--- src/rtl/rr_stream_arbiter_if.sv ---
// rtl/rr_stream_arbiter_if.sv - producer/consumer stream bundle for rr_stream_arbiter
interface rr_stream_arbiter_if #(
  parameter int N_SRC        = 2,
  parameter int FULL_WIDTH   = 544,
  parameter int OFFSET_WIDTH = $clog2(FULL_WIDTH + 1),
  parameter int SRC_W        = (N_SRC > 1) ? $clog2(N_SRC) : 1
);
  logic [N_SRC-1:0]                   in_valid;
  logic [N_SRC-1:0][FULL_WIDTH-1:0]   in_data;
  logic [N_SRC-1:0][OFFSET_WIDTH-1:0] in_len;
  logic [N_SRC-1:0]                   in_ready;

  logic                               out_valid;
  logic [FULL_WIDTH-1:0]              out_data;
  logic [OFFSET_WIDTH-1:0]            out_len;
  logic [SRC_W-1:0]                   out_src;
  logic                               out_ready;

  modport slave (
    input  in_valid, in_data, in_len, out_ready,
    output in_ready, out_valid, out_data, out_len, out_src
  );

  modport master (
    output in_valid, in_data, in_len, out_ready,
    input  in_ready, out_valid, out_data, out_len, out_src
  );
endinterface

--- src/rtl/rr_stream_arbiter.sv ---
// rtl/rr_stream_arbiter.sv - round-robin burst arbiter merging N_SRC logging streams
module rr_stream_arbiter #(
  parameter int N_SRC        = 2,
  parameter int FULL_WIDTH   = 544,
  parameter int MAX_BURST    = 4,
  parameter int OFFSET_WIDTH = $clog2(FULL_WIDTH + 1),
  parameter int SRC_W        = (N_SRC > 1) ? $clog2(N_SRC) : 1
) (
  input logic              clk,
  input logic              rst_n,
  rr_stream_arbiter_if.slave arb
);
  typedef enum logic [0:0] {S_IDLE, S_GRANT} state_e;

  localparam logic [7:0]       LAST_BEAT = 8'(MAX_BURST - 1);
  localparam logic [SRC_W-1:0] LAST_SRC  = SRC_W'(N_SRC - 1);
  localparam logic [SRC_W:0]   N_SRC_X   = (SRC_W + 1)'(N_SRC);

  state_e                  state_q, state_d;
  logic [SRC_W-1:0]        grant_q, grant_d;
  logic [SRC_W-1:0]        rr_ptr_q, rr_ptr_d;
  logic [7:0]              burst_cnt_q, burst_cnt_d;
  logic                    out_valid_q, out_valid_d;
  logic [FULL_WIDTH-1:0]   out_data_q, out_data_d;
  logic [OFFSET_WIDTH-1:0] out_len_q, out_len_d;
  logic [SRC_W-1:0]        out_src_q, out_src_d;

  logic                    slot_free;
  logic                    accept;
  logic                    xfer;
  logic                    grant_valid;
  logic                    req_found;
  logic [SRC_W-1:0]        req_idx;
  logic [SRC_W-1:0]        grant_next;
  logic [N_SRC-1:0]        in_ready_w;

  assign slot_free   = !out_valid_q || arb.out_ready;
  assign xfer        = out_valid_q && arb.out_ready;
  assign grant_valid = arb.in_valid[grant_q];
  assign accept      = (state_q == S_GRANT) && grant_valid && slot_free;
  assign grant_next  = (grant_q == LAST_SRC) ? '0 : grant_q + 1'b1;

  // First requester at or after rr_ptr, wrapping modulo N_SRC.
  always_comb begin
    logic [SRC_W:0] idx;
    req_found = 1'b0;
    req_idx   = rr_ptr_q;
    idx       = '0;
    for (int i = 0; i < N_SRC; i++) begin
      idx = {1'b0, rr_ptr_q} + (SRC_W + 1)'(i);
      if (idx >= N_SRC_X) begin
        idx = idx - N_SRC_X;
      end
      if (!req_found && arb.in_valid[idx[SRC_W-1:0]]) begin
        req_found = 1'b1;
        req_idx   = idx[SRC_W-1:0];
      end
    end
  end

  always_comb begin
    in_ready_w = '0;
    if (state_q == S_GRANT) begin
      in_ready_w[grant_q] = slot_free;
    end
  end

  always_comb begin
    state_d     = state_q;
    grant_d     = grant_q;
    rr_ptr_d    = rr_ptr_q;
    burst_cnt_d = burst_cnt_q;
    out_valid_d = out_valid_q;
    out_data_d  = out_data_q;
    out_len_d   = out_len_q;
    out_src_d   = out_src_q;

    case (state_q)
      S_IDLE: begin
        if (req_found) begin
          grant_d     = req_idx;
          burst_cnt_d = '0;
          state_d     = S_GRANT;
        end
      end
      S_GRANT: begin
        if (accept) begin
          burst_cnt_d = burst_cnt_q + 8'd1;
        end
        // A stalled but still-valid source keeps its grant; only a drained
        // source or a completed burst gives it up.
        if (!grant_valid || (accept && burst_cnt_q == LAST_BEAT)) begin
          state_d  = S_IDLE;
          rr_ptr_d = grant_next;
        end
      end
      default: state_d = S_IDLE;
    endcase

    if (accept) begin
      out_valid_d = 1'b1;
      out_data_d  = arb.in_data[grant_q];
      out_len_d   = arb.in_len[grant_q];
      out_src_d   = grant_q;
    end else if (xfer) begin
      out_valid_d = 1'b0;
    end
  end

  always_ff @(posedge clk or negedge rst_n) begin
    if (!rst_n) begin
      state_q     <= S_IDLE;
      grant_q     <= '0;
      rr_ptr_q    <= '0;
      burst_cnt_q <= '0;
      out_valid_q <= 1'b0;
      out_data_q  <= '0;
      out_len_q   <= '0;
      out_src_q   <= '0;
    end else begin
      state_q     <= state_d;
      grant_q     <= grant_d;
      rr_ptr_q    <= rr_ptr_d;
      burst_cnt_q <= burst_cnt_d;
      out_valid_q <= out_valid_d;
      out_data_q  <= out_data_d;
      out_len_q   <= out_len_d;
      out_src_q   <= out_src_d;
    end
  end

  assign arb.in_ready  = in_ready_w;
  assign arb.out_valid = out_valid_q;
  assign arb.out_data  = out_data_q;
  assign arb.out_len   = out_len_q;
  assign arb.out_src   = out_src_q;
endmodule

--- src/flat_wrapper.sv ---
// flat-port wrapper written by rule: the top's interface ports become plain ports
module rr_stream_arbiter_flat 
#(
  parameter int N_SRC        = 2,
  parameter int FULL_WIDTH   = 544,
  parameter int MAX_BURST    = 4,
  parameter int OFFSET_WIDTH = $clog2(FULL_WIDTH + 1),
  parameter int SRC_W        = (N_SRC > 1) ? $clog2(N_SRC) : 1
)
  (clk, rst_n, arb_in_valid, arb_in_data, arb_in_len, arb_out_ready, arb_in_ready, arb_out_valid, arb_out_data, arb_out_len, arb_out_src);
  rr_stream_arbiter_if #(.N_SRC(N_SRC), .FULL_WIDTH(FULL_WIDTH), .OFFSET_WIDTH(OFFSET_WIDTH), .SRC_W(SRC_W)) arb_i ();
  input logic clk;
  input logic rst_n;
  input wire logic [$bits(arb_i.in_valid)-1:0] arb_in_valid;
  input wire logic [$bits(arb_i.in_data)-1:0] arb_in_data;
  input wire logic [$bits(arb_i.in_len)-1:0] arb_in_len;
  input wire logic [$bits(arb_i.out_ready)-1:0] arb_out_ready;
  output wire logic [$bits(arb_i.in_ready)-1:0] arb_in_ready;
  output wire logic [$bits(arb_i.out_valid)-1:0] arb_out_valid;
  output wire logic [$bits(arb_i.out_data)-1:0] arb_out_data;
  output wire logic [$bits(arb_i.out_len)-1:0] arb_out_len;
  output wire logic [$bits(arb_i.out_src)-1:0] arb_out_src;
  assign arb_i.in_valid = arb_in_valid;
  assign arb_i.in_data = arb_in_data;
  assign arb_i.in_len = arb_in_len;
  assign arb_i.out_ready = arb_out_ready;
  assign arb_in_ready = arb_i.in_ready;
  assign arb_out_valid = arb_i.out_valid;
  assign arb_out_data = arb_i.out_data;
  assign arb_out_len = arb_i.out_len;
  assign arb_out_src = arb_i.out_src;
  rr_stream_arbiter #(.N_SRC(N_SRC), .FULL_WIDTH(FULL_WIDTH), .MAX_BURST(MAX_BURST), .OFFSET_WIDTH(OFFSET_WIDTH), .SRC_W(SRC_W)) u_core (.clk(clk), .rst_n(rst_n), .arb(arb_i));
endmodule
--- config.mk ---
export PLATFORM = sky130hd
export DESIGN_NAME = rr_stream_arbiter_flat
export DESIGN_NICKNAME = d
export VERILOG_FILES = /design/src/rtl/rr_stream_arbiter_if.sv /design/src/rtl/rr_stream_arbiter.sv /design/src/flat_wrapper.sv
export SDC_FILE = /design/constraint.sdc
export NUM_CORES = 1
export LEC_CHECK = 0
export ABC_AREA = 1
export BUFFER_PORTS_ARGS = -buffer_cell sky130_fd_sc_hd__buf_2
export CORE_AREA = 2 2 657 659
export DETAILED_ROUTE_END_ITERATION = 16
export DIE_AREA = 0 0 659 661
export PLACE_DENSITY = 0.3
export SLEW_MARGIN = 40
export SYNTH_ARGS = -nofsm -noshare
export SYNTH_HDL_FRONTEND = slang
export SYNTH_SLANG_ARGS = --single-unit
--- constraint.sdc ---
create_clock -name clk -period 2.1 [get_ports clk]
set_clock_uncertainty 0.2 [all_clocks]
set_input_delay 0.21 -clock clk [delete_from_list [all_inputs] [get_ports clk]]
set_output_delay 0.21 -clock clk [all_outputs]
set_load 0.01 [all_outputs]
==> results.txt <==
- Entering global routing, the biggest net connects 91 pins.
- Layout Area Growth over Synthesis: 156%
- Arrival time of data at the critical path endpoint: 1.88 ns
* DRT Pass-1 Iters: 5
- Core area: 429000 um2
* Worst Hold Class: primary input to register
* Worst-skew pair later-pin latency: 0.86 ns
* Total grt overflow: 0
- Chip Height: roughly 660 um
- In this run the remaining antenna-violating nets after routing total 0.
- Via count of the first global-routing pass: around 40k
- The final layout contains around 7.7k nets.
* Worst path required time: 1.69 ns
* Proportion of synthesized flip-flops having asynchronous set or reset: 1.00
* Initial antenna violation count: 45
* TritonCTS Sinks: approximately 570
- Top-level I/O count: 1671
* Flops & latches, synth: 567
* Buffer and inverter count on the worst path: 5
- Die boundary width: 659 um
- After detailed routing, the average wire length per cell comes to 26.7 um.
* Avg Synthesized Cell Area: 8.38 um2
- Post-route cell area: 66900 um2
* Residual DRC count: 0
- For this design the static power due to leakage is roughly 0.03 uW.
- Vias per std cell: 3.10
* Worst slew margin relative to its limit: 0.490
- In the layout the commonest cells are sky130_fd_sc_hd__buf_2, sky130_fd_sc_hd__dlygate4sd3_1, sky130_fd_sc_hd__nor2_1.
- IR analysis of the VDD net gives a maximum drop of 770 uV.
- Leaving out fill and tap cells, the most frequent cell in the layout is sky130_fd_sc_hd__buf_2.
- Clock tree root buffer cell: sky130_fd_sc_hd__clkbuf_16
- Area after DPL: 42900 um2
* Global-route wire length before repair: 405000 um
- At the pin with the least slew margin, the transition time is 0.765 ns.
- Including well taps, the total number of placed cells is 10.5k.
- The final reports fail on setup timing.
* Wire length after detailed routing: 329000 um
- Of the available clock period, the critical path in the final layout requires 1.09.
- STA classifies the critical path endpoint as an output port.
- The number of hold violations in the final report was 0.
- Stage delay of the slowest cell on the critical path: 0.50 ns
* Initial cell density of the core: 0.0608
* Total number of placement rows: 241
- Detailed placement ended at an HPWL of about 270000 um.
- In the final layout, the share of cells above drive strength 1 is 0.373.
* Number of nets in the synthesized netlist: between 4k and 5k
- After clock tree synthesis, the clock-pin slew on the worst setup and hold paths is ~0.090 ns.
- TritonCTS built the clock tree.
- Setup violations remaining at the end of the flow were counted as 363.
- Drt first-iter violations: roughly 2.0k
- During placement, the flow inserted port buffers numbering 1670.
* H-tree depth: 3
- TritonCTS created 90 clock buffers.
* Sequential cell area fraction in the yosys report: 0.544
- The congestion estimate from routability-driven global placement came to 0.930.
* Overall Global Routing Usage: 0.141
* Class of the most critical setup path: register to output port
- Number of synthesis warnings: 0
- Summing every instance area after synthesis gives 26100 um2.
- Setup repair after global routing missed its margin: yes
- Clk buf depth: 4
- Count of filler cells inserted in the layout: 48.8k
- Count of different cell masters after synthesis: 21
- Summing over every cut layer, the via total after detailed routing is 38.3k.
- Synthesized netlist cell count: 3114
* Fmax achieved: 0.436 GHz
* CP max stage cell: sky130_fd_sc_hd__dfrtp_4
- The signal on the critical path passes through buf_6, inv_16, buf_16, buf_16, nor2_4, buf_6.
- For this run, the number of standard cells in the final layout without fillers is roughly 12k.
- The smallest clock period supported by the final layout is computed as 2.29 ns.
* Crit-path max FO: 4
- Critical Path Source Type: register
- Die area: roughly 440000 um2
* Total power per unit cell area: 1420 nW/um2
* Max cap viols: 0
* Top delay family on crit path: buffers and inverters
- Final worst-path setup slack: -0.192 ns
* Outcome: complete, but fails checks
* Post-synth EDFFs: 0
* Pins Over Slew Limit: 0
* Synth Flop Type: sky130_fd_sc_hd__dfrtp_1
-- synthesized netlist by cell type, types with 2 or more instances --
cell / count / area share
sky130_fd_sc_hd__a21oi_1: 2 / 0.00038
sky130_fd_sc_hd__buf_1: 15 / 0.0022
sky130_fd_sc_hd__buf_2: 107 / 0.021
sky130_fd_sc_hd__buf_4: 9 / 0.0026
sky130_fd_sc_hd__buf_6: 5 / 0.0022
sky130_fd_sc_hd__clkbuf_1: 110 / 0.016
sky130_fd_sc_hd__dfrtp_1: 567 / 0.54
sky130_fd_sc_hd__inv_1: 15 / 0.0022
sky130_fd_sc_hd__inv_2: 2 / 0.00029
sky130_fd_sc_hd__nand2_1: 585 / 0.084
sky130_fd_sc_hd__nand2_2: 2 / 0.00048
sky130_fd_sc_hd__nand3_1: 7 / 0.0013
sky130_fd_sc_hd__nand4_1: 2 / 0.00048
sky130_fd_sc_hd__nor2_1: 1118 / 0.16
sky130_fd_sc_hd__o211ai_1: 2 / 0.00058
sky130_fd_sc_hd__o21ai_0: 8 / 0.0015
sky130_fd_sc_hd__o31ai_1: 554 / 0.16
-- final timing paths --
kind / startpoint / end / depth (start not counted) / slack, ns
max: u_core.grant_q / arb_in_ready[1] / 6 / -0.19
max reg2reg: u_core.grant_q / u_core.arb.out_data[106] / 12 / -0.19
max in group asynchronous: rst_n / u_core.arb.out_data[487] / 6 / 0.07
min reg2reg: u_core.arb.out_data[377] / u_core.arb.out_data[377] / 2 / 0.27
min in group asynchronous: rst_n / u_core.arb.out_data[145] / 4 / 0.32
min: arb_in_data[324] / u_core.arb.out_data[324] / 4 / 0.06
-- layer usage --
metal	track usage	routed length, um
met1	0.142	116000
met4	0.0486	12500
met5	0	151
met3	0.0852	44100
met2	0.240	157000
-- sequential cells by signal (all words and copies together) (netlist names) --
| register | count |
|---|---|
| u_core.state_q | 1 |
| u_core.grant_q | 1 |
| u_core.arb.out_len | 10 |
| u_core.arb.out_data | 544 |
| u_core.rr_ptr_q | 1 |
| u_core.arb.out_valid | 1 |
| u_core.burst_cnt_q | 8 |
| u_core.arb.out_src | 1 |
-- metrics by stage --
step	power (uW)	TNS (ns)	utilization	setup WS (ns)	hold WS, ns
after CTS	89800	-56.86	0.147	-0.321	0.0000200
after global placement	67800	-83.41	0.0999	-0.242	-0.0469
after detailed placement	67700	-91.34	0.0999	-0.291	-0.0494
after floorplan	35500	0	-	0.450	-0.286
final	94700	-20.23	0.156	-0.192	0.0637
after global routing	101000	-63.09	0.156	-0.301	0.0354
-- tightest hold or removal path, cell delays in order --
cell	delay (ns)
sky130_fd_sc_hd__dlygate4sd3_1	0.57
sky130_fd_sc_hd__buf_2	0.14
sky130_fd_sc_hd__nor2_1	0.08
sky130_fd_sc_hd__o31ai_1	0.08
-- cell type report --
class,count,area [um2],share of cell area
Multi-Input combinational cell,2284,13200,0.198
Timing Repair Buffer,3578,29200,0.437
Clock buffer,138,2680,0.0400
Antenna cell,20,50.0,0.000749
Tap cell,5710,7140,0.107
Sequential cell,567,14200,0.212
Clock inverter,21,263,0.00393
Inverter,17,87.6,0.00131
-- cells by family (layout without fill, tap and decap cells) --
family / after synthesis / after routing / synth area share
compound gates: 568 / 568 / 0.162
flops: 567 / 567 / 0.544
other cells: 0 / 20 / 0
simple gates: 1714 / 1714 / 0.247
xor+xnor: 1 / 1 / 0.000336
buf+inv: 263 / 3754 / 0.0457
fa+ha+maj: 1 / 1 / 0.000479
-- power by group --
| group | internal (uW) | leakage [uW] | switching, uW |
|---|---|---|---|
| Sequential | 16400 | 0.00697 | 4810 |
| Clock | 9340 | 0.00144 | 6500 |
| Combinational | 20300 | 0.0217 | 37300 |
| Total | 46000 | 0.0301 | 48700 |
-- repair_timing --
item / in CTS / in global routing
setup buffers: 22 / 23
pin swaps: 2 / 4
hold endpoints to repair: 1133 / 7
setup endpoints to repair: 142 / 586
gates resized for setup: 137 / 548
hold buffers: 1592 / 1
gates cloned: 15 / 46
No activity file was read; power rests on OpenSTA's default activity.
